### config.mk
export PLATFORM = sky130hd
export DESIGN_NAME = combination_counter
export DESIGN_NICKNAME = d
export VERILOG_FILES = /design/src/rtl/combination_counter.sv
export SDC_FILE = /design/constraint.sdc
export NUM_CORES = 2
export LEC_CHECK = 0
export CORE_MARGIN = 10
export CORE_UTILIZATION = 50
export CTS_BUF_LIST = sky130_fd_sc_hd__clkbuf_8
export DETAILED_ROUTE_END_ITERATION = 8
export PLACE_DENSITY_LB_ADDON = 0.05
export SKIP_LAST_GASP = 1
export SYNTH_ARGS = -nofsm -noshare
export SYNTH_HDL_FRONTEND = slang
export SYNTH_SLANG_ARGS = --single-unit
### constraint.sdc
create_clock -name clk -period 21.6 [get_ports clk]
set_input_delay 4.32 -clock clk [delete_from_list [all_inputs] [get_ports clk]]
set_output_delay 4.32 -clock clk [all_outputs]
set_load 0.01 [all_outputs]
### src/rtl/combination_counter.sv
// Exact-match combination counter: LANE bitsets per cycle against NUM_FILTERS
// masks, saturating counters, atomic capture-and-clear into a readable bank.
module combination_counter #(
  parameter int LANE        = 4,
  parameter int COMB_WIDTH  = 16,
  parameter int NUM_FILTERS = 8,
  parameter int CNT_WIDTH   = 32,
  localparam int AW = (NUM_FILTERS > 1) ? $clog2(NUM_FILTERS) : 1
) (
  input  logic                  clk,
  input  logic                  rst,
  input  logic [COMB_WIDTH-1:0] in_bitset [LANE],
  input  logic [LANE-1:0]       in_valid,
  input  logic [COMB_WIDTH-1:0] filter_mask [NUM_FILTERS],
  input  logic                  capture,
  output logic                  capture_done,
  input  logic                  rd_req,
  input  logic [AW-1:0]         rd_addr,
  output logic [CNT_WIDTH-1:0]  rd_data,
  output logic                  rd_overflow,
  output logic                  rd_valid
);

  localparam int IW = $clog2(LANE + 1);

  logic [LANE-1:0]      match_d [NUM_FILTERS];
  logic [LANE-1:0]      match_q [NUM_FILTERS];
  logic [IW-1:0]        inc_d   [NUM_FILTERS];
  logic [IW-1:0]        inc_q   [NUM_FILTERS];
  logic [CNT_WIDTH:0]   wide_d  [NUM_FILTERS];
  logic [CNT_WIDTH-1:0] sat_d   [NUM_FILTERS];
  logic [CNT_WIDTH-1:0] cnt_q   [NUM_FILTERS];
  logic [CNT_WIDTH-1:0] snap_q  [NUM_FILTERS];
  logic [NUM_FILTERS-1:0] carry_d;
  logic [NUM_FILTERS-1:0] ovf_q;
  logic [NUM_FILTERS-1:0] snap_ovf_q;

  logic cap1_q;
  logic cap2_q;
  logic done_q;

  logic [CNT_WIDTH-1:0] rd_sel;
  logic                 rd_sel_ovf;
  logic [CNT_WIDTH-1:0] rd_data_q;
  logic                 rd_ovf_q;
  logic                 rd_valid_q;

  // A zero mask is disabled rather than matching empty bitsets
  always_comb begin
    for (int f = 0; f < NUM_FILTERS; f++) begin
      match_d[f] = '0;
      for (int i = 0; i < LANE; i++) begin
        match_d[f][i] = in_valid[i]
                     && (filter_mask[f] != '0)
                     && (in_bitset[i] == filter_mask[f]);
      end
    end
  end

  always_comb begin
    for (int f = 0; f < NUM_FILTERS; f++) begin
      inc_d[f] = '0;
      for (int i = 0; i < LANE; i++) begin
        inc_d[f] = inc_d[f] + IW'(match_q[f][i]);
      end
    end
  end

  always_comb begin
    carry_d = '0;
    for (int f = 0; f < NUM_FILTERS; f++) begin
      wide_d[f] = {1'b0, cnt_q[f]} + (CNT_WIDTH+1)'(inc_q[f]);
      carry_d[f] = wide_d[f][CNT_WIDTH];
      sat_d[f] = carry_d[f] ? '1 : wide_d[f][CNT_WIDTH-1:0];
    end
  end

  always_ff @(posedge clk) begin
    if (rst) begin
      for (int f = 0; f < NUM_FILTERS; f++) begin
        match_q[f] <= '0;
        inc_q[f]   <= '0;
      end
      cap1_q <= 1'b0;
      cap2_q <= 1'b0;
      done_q <= 1'b0;
    end else begin
      for (int f = 0; f < NUM_FILTERS; f++) begin
        match_q[f] <= match_d[f];
        inc_q[f]   <= inc_d[f];
      end
      cap1_q <= capture;
      cap2_q <= cap1_q;
      done_q <= cap2_q;
    end
  end

  // Capture folds the final increment into the snapshot, then restarts at 0
  always_ff @(posedge clk) begin
    if (rst) begin
      for (int f = 0; f < NUM_FILTERS; f++) begin
        cnt_q[f]  <= '0;
        snap_q[f] <= '0;
      end
      ovf_q      <= '0;
      snap_ovf_q <= '0;
    end else begin
      for (int f = 0; f < NUM_FILTERS; f++) begin
        if (cap2_q) begin
          snap_q[f]     <= sat_d[f];
          snap_ovf_q[f] <= ovf_q[f] | carry_d[f];
          cnt_q[f]      <= '0;
          ovf_q[f]      <= 1'b0;
        end else begin
          cnt_q[f] <= sat_d[f];
          ovf_q[f] <= ovf_q[f] | carry_d[f];
        end
      end
    end
  end

  always_comb begin
    rd_sel     = '0;
    rd_sel_ovf = 1'b0;
    for (int f = 0; f < NUM_FILTERS; f++) begin
      if (rd_addr == AW'(f)) begin
        rd_sel     = snap_q[f];
        rd_sel_ovf = snap_ovf_q[f];
      end
    end
  end

  always_ff @(posedge clk) begin
    if (rst) begin
      rd_data_q  <= '0;
      rd_ovf_q   <= 1'b0;
      rd_valid_q <= 1'b0;
    end else begin
      rd_valid_q <= rd_req;
      if (rd_req) begin
        rd_data_q <= rd_sel;
        rd_ovf_q  <= rd_sel_ovf;
      end
    end
  end

  assign capture_done = done_q;
  assign rd_data      = rd_data_q;
  assign rd_overflow  = rd_ovf_q;
  assign rd_valid     = rd_valid_q;

endmodule
# Word-level counts from Yosys, hierarchy flattened
# Memory sizes are Yosys's and may differ from the RTL's.
# Cells that the tools add are included.
dict set report word_totals {
  ff_bits 53
  mem_bits_rw 568
  in_bits 203
  output_inout_bits 35
  wordCells 278
  memories 4
}
# name words word_bits read_ports rd_clocked_by_memory_dff write_ports line
set mem_list {}
lappend mem_list {cnt_q 8 32 8 0 8 32} ;# logic [CNT_WIDTH-1:0] cnt_q [NUM_FILTERS];
lappend mem_list {snap_q 8 32 8 0 8 33} ;# logic [CNT_WIDTH-1:0] snap_q [NUM_FILTERS];
lappend mem_list {match_q 8 4 8 0 8 27} ;# logic [LANE-1:0] match_q [NUM_FILTERS];
lappend mem_list {inc_q 8 3 8 0 8 29} ;# logic [IW-1:0] inc_q [NUM_FILTERS];
dict set report classes {
  n_addsub 32
  eq_ne 39
  mux 73
  bitwise 48
  n_reduce_logical 74
}
# operator n
set op_table {}
lappend op_table {{$mux W32} 40}
lappend op_table {{$eq A16 B16 Y1} 32}
lappend op_table {{$add A32 B3 Y33} 8}
lappend op_table {{$reduce_bool A16 Y1} 8}
lappend op_table {{$logic_and A1 B1 Y1} 64}
lappend op_table {{$or A1 B1 Y1} 48}
lappend op_table {{$mux W4} 8}
lappend op_table {{$add A2 B1 Y3} 8}
lappend op_table {{$add A3 B1 Y3} 8}
lappend op_table {{$mux W3} 8}
lappend op_table {{$mux W1} 17}
lappend op_table {{$add A1 B1 Y2} 8}
lappend op_table {{$eq A3 B3 Y1 const B} 4}
lappend op_table {{$eq A3 B2 Y1 const B} 2}
lappend op_table {{$eq A3 B1 Y1 const B} 1}
lappend op_table {{$logic_not A3 Y1} 1}
lappend op_table {{$reduce_or A2 Y1} 1}

# Longest topological paths before layout
dict set report depth {
  word_depth 9
  ltp_mapped 9
  ltp_nobuf 7
}

# Worst setup path before layout
# Ideal clock, no wire load.
dict set report synth_path {
  kind {input port to flip-flop}
  start {input port rst}
  end {memory snap_q[0][0] (enable)}
  setup_time_ns 0.720
  t_arrival_ns 12.108
  required_ns 20.880
  path_slack_ns 8.772
  stages 5
  cell_sequence {clkbuf_1 nor2_1 inv_1 clkbuf_1 clkbuf_1}
}
# item line
set synth_lines {}
lappend synth_lines {{start, declared} 11} ;# input logic rst,
lappend synth_lines {{end, declared} 33}

==> summary.md <==
| Metric | Value |
|---|---|
| # resized after CTS | `0` |
| Layout cells sized above 1 | `5.91%` |
| Pin count of the biggest net entering global routing | `147` |
| Cells after synthesis | `3722` |
| Crit path time final | `7260 ps` |
| Post-synthesis compound-gate area fraction | `9.07%` |
| TritonRoute pass-1 iters | `5` |
| Setup Skew | `60.2 ps` |
| Static leakage | `15.3 nW` |
| Register area share after synthesis | `47.6%` |
| TNS Setup | `0 ps` |
| Setup crit start kind | `input port` |
| CP Max Fanout | `146` |
| Adder-cell area share of the yosys netlist | `2.22%` |
| Area of the core | `73100 um2` |
| Worst EP arrival | `7710 ps` |
| Worst Tran Pin Value | `1520 ps` |
| IR drop worst, VDD | `0.0456 mV` |
| EDFF count, synth | `512` |
| Slew Viols, Final | `9` |
| Dominant synthesized flop cell | `edfxtp_1` |
| Worst reg2reg endpoint | `cnt_q[1][36]$_SDFFCE_PN0P_` |
| CTS Root Cell | `clkbuf_8` |
| Remaining Overflow, GRT | `0` |
| Maximum clock frequency | `138 MHz` |
| RR Startpoint | `cap2_q$_SDFF_PP0_` |
| Area growth syn-to-layout | `14.8%` |
| Die Wd | `292 um` |
| First-pass GRT wire length | `183000 um` |
| Pwr Total | `2.85 mW` |
| Hold WC Path Type | `flop to flop` |
| Maximum clock path buffer count | `3` |
| CP endpoint kind | `flop` |
| Synth Register Bits | `621` |
| Die height | `292 um` |
| Die area | `85100 um2` |
| IO buf count | `237` |
| Pre-CTS WS | `13630 ps` |
| Outcome | `finished, violations left` |
| DP HPWL | `87600 um` |
| Worst Setup SP | `rst` |
| Final GP Congestion | `0.981` |
| Post-route ant nets | `0` |
| Setup Buffers After CTS | `0` |
| Vias per cell | `5.88` |
| RSZ-0062 raised after global routing | `no` |
| Reg2Reg Depth | `6` |
| Nets | `4245` |
| Top cells by count, synth | `edfxtp_1 (512), nor2_1 (416), xnor2_1 (373)` |
| Synth Area in XOR/XNOR | `16.6%` |
| Final wirelength | `123000 um` |
| Starting DRT DRC Count | `3369` |
| Final Hold Viols | `0` |
| Site Rows | `99` |
| TritonCTS clock tree | `done` |
| Critical Path End | `cnt_q[1][36]$_SDFFCE_PN0P_` |
| Worst setup path class | `input port to flop` |
| Initial antenna violation count | `8` |
| Max-cap violations | `1` |
| Reg2Reg Setup Slack | `17700 ps` |
| GRT Total Usage | `28.2%` |
| Area leader, netlist | `edfxtp_1` |
| Drt wl/cell | `24.5 um` |
| Worst relative slew slack | `-1.60%` |
| Starting Density | `50.5%` |
| Clock transition at path regs | `60 ps` |
| Residual DRC count | `0` |
| Endpoints failing setup | `0` |
| Largest family of logic cells by synthesized area | `simple AND/OR/NAND/NOR gates` |
| Most common cell in the netlist | `edfxtp_1` |
| Violated checks | `capacitance limit, slew limit` |
| Synth top area cells | `edfxtp_1 (42%), xnor2_1 (8.9%), xor2_1 (7.7%)` |
| IO Pins | `238` |
| Ys Warns | `0` |
| Via count | `29600` |
| CTS HTree Levels | `3` |
| Clk_lat worst skew | `750 ps` |
| Number of global-route vias before repair | `28700` |
| CP required | `22050 ps` |
| Cell area power density | `67.2 nW/um2` |
| Mux contribution to synthesized area | `1.96%` |
| Clk sinks | `621` |
| Synthesized cell area | `36900 um2` |
| Cts hold-fix bufs | `0` |
| Synth Area per Inst | `9.91 um2` |
| Unique masters post-synth | `74` |
| Post-layout worst setup margin | `14340 ps` |
| Asr flop ratio synth | `0%` |
| Crit share post-route | `33.6%` |
| TritonCTS buffer count | `108` |
| Yosys top cell area share | `41.7%` |
| Simple-gate share of the synthesized area | `17.9%` |
metal layers:
layer	up-vias	part of all wire [%]	track usage, %
met5	-	0.039	0
met4	8	5.4	13.8
met3	347	8.9	6.13
met2	1384	44	42.6
met1	14300	42	38.1
li1	13600	-	-
cell usage in the layout, fill, tap and decap left out, types with 31 or more instances in the layout:
cell type,synthesis,final
a21oi_1,329,329
nand3_1,126,126
nor2_1,416,416
clkdlybuf4s50_1,0,233
inv_1,73,118
nor3_1,50,49
and3_1,43,43
nand4_1,147,147
buf_4,1,31
o21ai_0,64,64
nor2b_1,37,34
conb_1,1,256
dfxtp_1,109,109
edfxtp_1,512,512
xor2_1,326,326
nor4_1,156,153
nand2_1,152,152
and4_1,37,37
xnor2_1,373,373
mux2i_1,35,35
ha_1,40,40
a211oi_1,37,37
or4_1,39,39
clkbuf_8,0,124
through the flow:
step                std cells  area [um2]  hold slack, ps  utilization (%)
floorplan                3977       37900             414                -
global placement         4835       40200             418             55.1
detailed placement       4835       40200             434             55.1
CTS                      5035       42400             458             58.0
global route             5039       42400             472             58.0
finish                   5039       42400             458             58.0
cell type report:
cell class,count,area (um2)
fillers,6523,30700
multi-input cells,2915,18600
flip-flops and latches,621,17600
clock buffers,124,1710
diodes,4,10.0
repair buffers,267,2580
well taps,959,1200
clock inverters,76,399
inverters,73,282
critical path: stages:
cell and delay (ps):
buf_4 310, nor2_1 230, inv_8 660, buf_4 940, buf_4 800, nor2_1 130
cells by family (layout without fill, tap and decap cells):
family | after synthesis | after routing
AOI/OAI and AO/OA | 565 | 565
xor gates and xnor gates | 699 | 699
DFF | 621 | 621
adders and majority gates | 56 | 56
buffers and inverters | 441 | 540
and+or+nand+nor | 1273 | 1273
muxes | 66 | 66
other | 1 | 260
state kept, by name, indices dropped and copies added (netlist names):
name          flops
cap1_q            1
cap2_q            1
capture_done      1
cnt_q           256
inc_q            24
match_q          32
ovf_q             8
rd_data          32
rd_overflow       1
rd_valid          1
snap_ovf_q        8
snap_q          256
power by group:
group / internal, mW / total, mW / switching (mW)
clock network: 0.548 / 1.05 / 0.506
registers: 1.36 / 1.42 / 0.0518
logic: 0.147 / 0.378 / 0.231
worst min path at each step:
| stage | from | end | slack [ps] | depth (start not counted) |
|---|---|---|---|---|
| after CTS | ovf_q[6]$_SDFF_PN0_ | ovf_q[6]$_SDFF_PN0_ | 460 | 2 |
| final | ovf_q[6]$_SDFF_PN0_ | ovf_q[6]$_SDFF_PN0_ | 460 | 2 |
| after detailed placement | cap1_q$_SDFF_PP0_ | cap2_q$_SDFF_PP0_ | 430 | 1 |
| after floorplan | cap1_q$_SDFF_PP0_ | cap2_q$_SDFF_PP0_ | 410 | 1 |
| after global placement | cap1_q$_SDFF_PP0_ | cap2_q$_SDFF_PP0_ | 420 | 1 |
| after global routing | ovf_q[1]$_SDFF_PN0_ | ovf_q[1]$_SDFF_PN0_ | 470 | 2 |
(Power assumes the default switching activity.)
